`config.mk`:
```
export PLATFORM = sky130hd
export DESIGN_NAME = adc_scan_ctrl_flat
export DESIGN_NICKNAME = d
export VERILOG_FILES = /design/src/rtl/adc_scan_ctrl_if.sv /design/src/rtl/adc_scan_ctrl.sv /design/src/flat_wrapper.sv
export SDC_FILE = /design/constraint.sdc
export NUM_CORES = 1
export LEC_CHECK = 0
export BUFFER_PORTS_ARGS = -buffer_cell sky130_fd_sc_hd__buf_2
export CORE_MARGIN = 2
export CORE_UTILIZATION = 50
export DETAILED_ROUTE_END_ITERATION = 8
export HOLD_SLACK_MARGIN = 0.02
export PLACE_DENSITY_LB_ADDON = 0.1
export SLEW_MARGIN = 15
export SYNTH_ARGS = -nofsm -noshare
export SYNTH_HDL_FRONTEND = slang
export SYNTH_SLANG_ARGS = --single-unit
```
`constraint.sdc`:
```
create_clock -name i_clk -period 1.9 [get_ports i_clk]
set_input_delay 0.285 -clock i_clk [delete_from_list [all_inputs] [get_ports i_clk]]
set_output_delay 0.285 -clock i_clk [all_outputs]
set_load 0.02 [all_outputs]
```
`src/rtl/adc_scan_ctrl_if.sv`:
```
// adc_scan_ctrl_if
//   Handshake bundle between adc_scan_ctrl and the ADC128S102 SPI frame driver.
//   o_adc_start : single-cycle pulse, begin one 16-SCLK frame
//   o_adc_addr  : channel address shifted out during the frame
//   i_adc_done  : single-cycle pulse, frame complete
//   i_adc_data  : 12-bit frame result, valid with i_adc_done
//   The o_/i_ prefixes are as seen from the scheduler (master) side.
`timescale 1ns/1ps
interface adc_scan_ctrl_if;
    logic        o_adc_start;
    logic [2:0]  o_adc_addr;
    logic        i_adc_done;
    logic [11:0] i_adc_data;

    modport master (
        output o_adc_start,
        output o_adc_addr,
        input  i_adc_done,
        input  i_adc_data
    );

    modport slave (
        input  o_adc_start,
        input  o_adc_addr,
        output i_adc_done,
        output i_adc_data
    );
endinterface

```
`src/rtl/adc_scan_ctrl.sv`:
```
// adc_scan_ctrl
//   Conversion scheduler in front of the ADC128S102 SPI driver. Runs periodic
//   scans over a channel mask and serves on-demand single-channel requests
//   (requests win over the scan). The ADC returns, in each frame, the data of
//   the channel addressed in the previous frame; this block tracks that
//   pipeline and tags every published result with its true channel.
//
//   Ports
//     i_clk, i_rst_n   : clock, asynchronous active-low reset
//     i_scan_en        : enables the scan period counter (low holds it at 0)
//     i_ch_mask        : channels included in a scan (bit n = IN n)
//     i_req, i_req_ch  : single-cycle on-demand request and its channel
//     o_req_busy       : request accepted, result not yet published
//     adc              : driver handshake (start/addr out, done/data in)
//     o_result_valid   : single-cycle result strobe
//     o_result_ch/data : result channel tag and value (held until next result)
//     o_scan_done      : pulses with the result of the last masked channel
//     o_overrun        : pulses when a scan trigger is dropped
`timescale 1ns/1ps
module adc_scan_ctrl #(
    parameter int unsigned SCAN_PERIOD = 50_000
) (
    input  logic                   i_clk,
    input  logic                   i_rst_n,
    input  logic                   i_scan_en,
    input  logic [7:0]             i_ch_mask,
    input  logic                   i_req,
    input  logic [2:0]             i_req_ch,
    output logic                   o_req_busy,
    adc_scan_ctrl_if.master        adc,
    output logic                   o_result_valid,
    output logic [2:0]             o_result_ch,
    output logic [11:0]            o_result_data,
    output logic                   o_scan_done,
    output logic                   o_overrun
);

    localparam int unsigned CW = $clog2(SCAN_PERIOD);

    typedef enum logic [1:0] {
        S_IDLE,
        S_START,
        S_WAIT,
        S_PUBLISH
    } state_e;

    state_e      state_q, state_d;
    logic [CW-1:0] cnt_q, cnt_d;
    logic        pending_q, pending_d;
    logic        active_q, active_d;
    logic [7:0]  mask_q, mask_d;
    logic [2:0]  idx_q, idx_d;
    logic        flush_next_q, flush_next_d;   // next scan frame is the flush frame
    logic        frame_flush_q, frame_flush_d; // frame in flight is the flush frame
    logic [2:0]  addr_q, addr_d;
    logic        busy_q, busy_d;
    logic [2:0]  req_ch_q, req_ch_d;
    logic [2:0]  prev_addr_q, prev_addr_d;
    logic        prev_valid_q, prev_valid_d;
    logic        res_valid_q, res_valid_d;
    logic [2:0]  res_ch_q, res_ch_d;
    logic [11:0] res_data_q, res_data_d;
    logic        scan_done_q, scan_done_d;
    logic        overrun_q, overrun_d;

    logic        wrap;
    logic        mask_nz;
    logic        low_found;
    logic [2:0]  low_idx;
    logic        nxt_found;
    logic [2:0]  nxt_idx;

    assign wrap    = i_scan_en && (cnt_q == CW'(SCAN_PERIOD - 1));
    assign mask_nz = |i_ch_mask;

    // Lowest set bit of the live mask (scan start) and next set bit of the
    // latched mask above the current index (scan advance).
    always_comb begin
        low_found = 1'b0;
        low_idx   = '0;
        nxt_found = 1'b0;
        nxt_idx   = idx_q;
        for (int unsigned i = 0; i < 8; i++) begin
            if (!low_found && i_ch_mask[i]) begin
                low_found = 1'b1;
                low_idx   = 3'(i);
            end
            if (!nxt_found && (i > 32'(idx_q)) && mask_q[i]) begin
                nxt_found = 1'b1;
                nxt_idx   = 3'(i);
            end
        end
    end

    always_comb begin
        state_d       = state_q;
        cnt_d         = cnt_q;
        pending_d     = pending_q;
        active_d      = active_q;
        mask_d        = mask_q;
        idx_d         = idx_q;
        flush_next_d  = flush_next_q;
        frame_flush_d = frame_flush_q;
        addr_d        = addr_q;
        busy_d        = busy_q;
        req_ch_d      = req_ch_q;
        prev_addr_d   = prev_addr_q;
        prev_valid_d  = prev_valid_q;
        res_valid_d   = 1'b0;
        res_ch_d      = res_ch_q;
        res_data_d    = res_data_q;
        scan_done_d   = 1'b0;
        overrun_d     = 1'b0;

        // Period counter; the wrap is the scan trigger.
        if (!i_scan_en) begin
            cnt_d = '0;
        end else if (wrap) begin
            cnt_d = '0;
        end else begin
            cnt_d = cnt_q + CW'(1);
        end

        if (wrap && mask_nz) begin
            if (pending_q || active_q) begin
                overrun_d = 1'b1;
            end else begin
                pending_d = 1'b1;
            end
        end

        if (i_req && !busy_q) begin
            busy_d   = 1'b1;
            req_ch_d = i_req_ch;
        end

        case (state_q)
            S_IDLE: begin
                if (busy_q) begin
                    addr_d        = req_ch_q;
                    frame_flush_d = 1'b0;
                    state_d       = S_START;
                end else if (active_q) begin
                    addr_d        = idx_q;
                    frame_flush_d = flush_next_q;
                    state_d       = S_START;
                    // Past the highest masked channel, idx stays put so the
                    // flush frame re-addresses it.
                    if (!flush_next_q) begin
                        if (nxt_found) begin
                            idx_d = nxt_idx;
                        end else begin
                            flush_next_d = 1'b1;
                        end
                    end
                end else if (pending_q) begin
                    pending_d = 1'b0;
                    mask_d    = i_ch_mask;
                    if (mask_nz) begin
                        active_d     = 1'b1;
                        idx_d        = low_idx;
                        flush_next_d = 1'b0;
                    end
                end
            end
            S_START: begin
                state_d = S_WAIT;
            end
            S_WAIT: begin
                if (adc.i_adc_done) begin
                    state_d      = S_PUBLISH;
                    prev_addr_d  = addr_q;
                    prev_valid_d = 1'b1;
                    // The data returned belongs to the previously addressed channel.
                    if (prev_valid_q) begin
                        res_valid_d = 1'b1;
                        res_ch_d    = prev_addr_q;
                        res_data_d  = adc.i_adc_data;
                        scan_done_d = frame_flush_q;
                        if (busy_q && (prev_addr_q == req_ch_q)) begin
                            busy_d = 1'b0;
                        end
                    end
                    if (frame_flush_q) begin
                        active_d = 1'b0;
                    end
                end
            end
            S_PUBLISH: begin
                state_d = S_IDLE;
            end
            default: begin
                state_d = S_IDLE;
            end
        endcase
    end

    always_ff @(posedge i_clk or negedge i_rst_n) begin
        if (!i_rst_n) begin
            state_q       <= S_IDLE;
            cnt_q         <= '0;
            pending_q     <= 1'b0;
            active_q      <= 1'b0;
            mask_q        <= '0;
            idx_q         <= '0;
            flush_next_q  <= 1'b0;
            frame_flush_q <= 1'b0;
            addr_q        <= '0;
            busy_q        <= 1'b0;
            req_ch_q      <= '0;
            prev_addr_q   <= '0;
            prev_valid_q  <= 1'b0;
            res_valid_q   <= 1'b0;
            res_ch_q      <= '0;
            res_data_q    <= '0;
            scan_done_q   <= 1'b0;
            overrun_q     <= 1'b0;
        end else begin
            state_q       <= state_d;
            cnt_q         <= cnt_d;
            pending_q     <= pending_d;
            active_q      <= active_d;
            mask_q        <= mask_d;
            idx_q         <= idx_d;
            flush_next_q  <= flush_next_d;
            frame_flush_q <= frame_flush_d;
            addr_q        <= addr_d;
            busy_q        <= busy_d;
            req_ch_q      <= req_ch_d;
            prev_addr_q   <= prev_addr_d;
            prev_valid_q  <= prev_valid_d;
            res_valid_q   <= res_valid_d;
            res_ch_q      <= res_ch_d;
            res_data_q    <= res_data_d;
            scan_done_q   <= scan_done_d;
            overrun_q     <= overrun_d;
        end
    end

    assign adc.o_adc_start = (state_q == S_START);
    assign adc.o_adc_addr  = addr_q;
    assign o_req_busy      = busy_q;
    assign o_result_valid  = res_valid_q;
    assign o_result_ch     = res_ch_q;
    assign o_result_data   = res_data_q;
    assign o_scan_done     = scan_done_q;
    assign o_overrun       = overrun_q;

endmodule

```
`src/flat_wrapper.sv`:
```
// flat-port wrapper written by rule: the top's interface ports become plain ports
module adc_scan_ctrl_flat 
#(
    parameter int unsigned SCAN_PERIOD = 50_000
)
  (i_clk, i_rst_n, i_scan_en, i_ch_mask, i_req, i_req_ch, o_req_busy, o_result_valid, o_result_ch, o_result_data, o_scan_done, o_overrun, adc_o_adc_start, adc_o_adc_addr, adc_i_adc_done, adc_i_adc_data);
  adc_scan_ctrl_if adc_i ();
  input  logic i_clk;
  input  logic i_rst_n;
  input  logic i_scan_en;
  input  logic [7:0] i_ch_mask;
  input  logic i_req;
  input  logic [2:0] i_req_ch;
  output logic o_req_busy;
  output logic o_result_valid;
  output logic [2:0] o_result_ch;
  output logic [11:0] o_result_data;
  output logic o_scan_done;
  output logic o_overrun;
  output wire logic [$bits(adc_i.o_adc_start)-1:0] adc_o_adc_start;
  output wire logic [$bits(adc_i.o_adc_addr)-1:0] adc_o_adc_addr;
  input wire logic [$bits(adc_i.i_adc_done)-1:0] adc_i_adc_done;
  input wire logic [$bits(adc_i.i_adc_data)-1:0] adc_i_adc_data;
  assign adc_o_adc_start = adc_i.o_adc_start;
  assign adc_o_adc_addr = adc_i.o_adc_addr;
  assign adc_i.i_adc_done = adc_i_adc_done;
  assign adc_i.i_adc_data = adc_i_adc_data;
  adc_scan_ctrl #(.SCAN_PERIOD(SCAN_PERIOD)) u_core (.i_clk(i_clk), .i_rst_n(i_rst_n), .i_scan_en(i_scan_en), .i_ch_mask(i_ch_mask), .i_req(i_req), .i_req_ch(i_req_ch), .o_req_busy(o_req_busy), .adc(adc_i), .o_result_valid(o_result_valid), .o_result_ch(o_result_ch), .o_result_data(o_result_data), .o_scan_done(o_scan_done), .o_overrun(o_overrun));
endmodule
```
==> metrics.txt <==
net count after synthesis 298; RD Place Congestion approximately 0.83; number of levels the H-tree was split into 3; number of distinct library cell variants in the gate-level netlist after synthesis 43; synthesized area 0.00286 mm²; initial antenna violation count 0; worst-margin pin slew roughly 0.44 ns; via density per instance 5.28; worst path setup slack after routing -0.0408 ns; Worst Setup SP u_core.cnt_q[11]; proportion of synthesized chip area in sequential cells 0.534; worst hold start i_req_ch[0]; category of the worst setup path capture point flop; data required time of the worst path 2.16 ns; Inserted Diodes 0; synth-to-layout area growth 24.6%; synth top area cells sky130_fd_sc_hd__dfrtp_1 (53%), sky130_fd_sc_hd__mux2_2 (10%), sky130_fd_sc_hd__xor2_1 (4.3%), sky130_fd_sc_hd__nor2_1 (3.4%), sky130_fd_sc_hd__a21oi_1 (3.0%); total of flip-flops plus latches after synthesis 61; Post-synth top cells sky130_fd_sc_hd__dfrtp_1 (61), sky130_fd_sc_hd__mux2_2 (26), sky130_fd_sc_hd__nor2_1 (26), sky130_fd_sc_hd__nand2_1 (20), sky130_fd_sc_hd__a21oi_1 (17); peak clock frequency supported by timing 0.515 GHz; TritonCTS clock tree built; Detailed Route Iter0 Violations 91; period utilisation layout 1.02; DPL Wire Length 3950 µm; post-layout minimum cycle time 1.94 ns; area of the die 0.00634 mm²; maximum fanout count along the critical path 2; peak ir drop on the vdd network around 0.00096 V; max-slew violation count 0; leakage power summed over all cells 0.00170 µW; skew final 0.0107 ns; root buffer selected by CTS sky130_fd_sc_hd__clkbuf_8; total power draw 4450 µW; run status finished, violations left; fraction of synthesized cell area taken by the top area cell type 0.534; via total after detailed routing around 2200; effective utilization at floorplan 0.519; Remaining DRCs 0; launching point of the worst reg2reg path u_core.cnt_q[11]; layout net count 369; Layout Utilization 0.647; final non-filler cell area 0.00356 mm²; Wirelength per Cell 13.7 µm; synth warn 0; CTS sink count 61; Avg Inst Size Synth 10.7 µm²; count of mapped cells out of synthesis ~270; instance area after placement 0.00329 mm²; Max Cap Violations 0; unrepaired setup endpoints after global routing true; first-pass GRT wire length around 9600 µm; Remaining Overflow, GRT 0; FF-to-FF path depth 7; count of flip-flops with a built-in enable after synthesis 0; number of routed nets with antenna violations 0; I/O pin count 51; hold path cells 2; number of buffers inserted by port buffering 50; CTS Buffer Depth 2; asr flop ratio synth 1.00; biggest area consumer among synthesized cells sky130_fd_sc_hd__dfrtp_1; Data arrival, critical path 2.21 ns; Core Region 0.00551 mm²; number of standard-cell rows in the floorplan 27; final setup vio count 16; Pwr Density between 1000 and 1500 mW/mm²; fill cell count between 400 and 500; category of the critical setup timing path reg2reg; drt first pass iters 4; clock transition at the register clock pins on the worst setup and hold paths after CTS 0.07 ns; final-report hold violation count 0; kind of launch point of the worst setup path flop; floorplan die height roughly 80 µm; violated checks negative setup slack; layout cell share with drive strength beyond 1 0.342; worst hold path class in2reg; clock latency at the later pin of the worst-skew pair 0.33 ns; number of buffers created by CTS 9; prevailing post-synth register cell sky130_fd_sc_hd__dfrtp_1; all-layer global routing usage 0.198; total length of routed wires roughly 5700 µm; maximum number of pins on one net before global-route repair 62; Die Wd 79.6 µm; number of global-route vias before repair between 2000 and 2500; most repeated cell in the gate-level netlist after synthesis sky130_fd_sc_hd__dfrtp_1; remaining max-slew budget at the tightest pin 0.701
-- logic make-up (layout without fill, tap and decap cells) --
kind of cell,after synthesis,in the layout,share of synthesized area
AOI/OAI and AO/OA,52,52,0.116
DFF,61,61,0.534
buffers and inverters,23,99,0.0337
muxes,26,26,0.102
xor gates and xnor gates,17,17,0.0521
adders and majority gates,4,4,0.0175
and+or+nand+nor,83,83,0.144
-- final timing paths --
kind	endpoint	slack (ns)
setup / recovery	u_core.pending_q	-0.04
hold / removal	u_core.req_ch_q[0]	0.18
setup reg to reg	u_core.pending_q	-0.04
hold reg to reg	u_core.prev_valid_q	0.48
max in group asynchronous	u_core.o_result_data[8]	1.15
min in group asynchronous	u_core.cnt_q[2]	0.49
-- final cells by class --
cell class / instances / area [µm²] / area share
clock buffers: 12 / 155 / 0.0435
repair buffers: 69 / 408 / 0.114
inverters: 14 / 52.6 / 0.0147
multi-input cells: 182 / 1260 / 0.354
flip-flops and latches: 61 / 1530 / 0.428
well taps: 72 / 90.1 / 0.0253
clock inverters: 4 / 70.1 / 0.0197
-- layout by cell type, fill, tap and decap left out, types with 2 or more instances in the layout --
cell / n
sky130_fd_sc_hd__a21oi_1: 16
sky130_fd_sc_hd__and3_1: 3
sky130_fd_sc_hd__buf_2: 50
sky130_fd_sc_hd__buf_4: 17
sky130_fd_sc_hd__bufinv_16: 2
sky130_fd_sc_hd__clkbuf_8: 11
sky130_fd_sc_hd__clkinv_2: 2
sky130_fd_sc_hd__dfrtp_1: 61
sky130_fd_sc_hd__ha_1: 4
sky130_fd_sc_hd__inv_1: 14
sky130_fd_sc_hd__mux2_2: 26
sky130_fd_sc_hd__nand2_1: 19
sky130_fd_sc_hd__nand2b_1: 3
sky130_fd_sc_hd__nand3_1: 9
sky130_fd_sc_hd__nand4_1: 4
sky130_fd_sc_hd__nor2_1: 25
sky130_fd_sc_hd__nor2b_1: 4
sky130_fd_sc_hd__nor3b_1: 2
sky130_fd_sc_hd__nor4_1: 3
sky130_fd_sc_hd__o21ai_0: 10
sky130_fd_sc_hd__o21ba_2: 2
sky130_fd_sc_hd__o21bai_1: 4
sky130_fd_sc_hd__o22a_1: 2
sky130_fd_sc_hd__o22ai_1: 7
sky130_fd_sc_hd__xnor2_1: 3
sky130_fd_sc_hd__xor2_1: 14
-- stage by stage --
step                      hold slack, ns  std cells  setup slack (ns)  setup TNS, ns
after global routing               0.155        414            -0.126          -1.81
after global placement             0.318        395           -0.0390         -0.492
after floorplan                  -0.0106        266          0.000166              0
after CTS                          0.162        413           -0.0434         -0.472
after detailed placement           0.318        395            -0.106          -1.42
final                              0.180        414           -0.0408         -0.422
-- state kept, by name, summed over array words and instances, names as in the netlist, 2 cells and up --
name	count
u_core.adc.o_adc_addr	3
u_core.state_q	2
u_core.idx_q	3
u_core.prev_addr_q	3
u_core.mask_q	7
u_core.o_result_data	12
u_core.req_ch_q	3
u_core.o_result_ch	3
u_core.cnt_q	16
-- power by group --
part / switching (µW) / leakage, µW / internal (µW)
Clock: 477 / 0.000116 / 806
Combinational: 754 / 0.000815 / 605
Sequential: 194 / 0.000770 / 1610
Total: 1420 / 0.00170 / 3020
-- per-layer routing --
layer,share of wire,vias up,GRT usage
met5,0,-,0
met3,0.044,6,0.0679
met2,0.50,44,0.332
li1,-,1074,-
met4,0.0095,0,0.0586
met1,0.44,1062,0.240
-- what timing repair did --
item | 4_1_cts | 5_1_grt
hold endpoints to repair | 61 | 0
pin swaps | 4 | 0
gates resized for setup | 2 | 3
hold buffers | 1 | 0
buffers inserted | 1 | 1
setup endpoints to repair | 16 | 20
-- worst max-delay path, stage by stage, from the launching register on --
cell	delay [ns]
sky130_fd_sc_hd__dfrtp_1	0.39
sky130_fd_sc_hd__or4_1	0.50
sky130_fd_sc_hd__or3_4	0.42
sky130_fd_sc_hd__nor4_4	0.17
sky130_fd_sc_hd__buf_4	0.16
sky130_fd_sc_hd__nand2_2	0.04
sky130_fd_sc_hd__nor2_1	0.08
sky130_fd_sc_hd__o21ba_2	0.12
(Power assumes the default switching activity.)
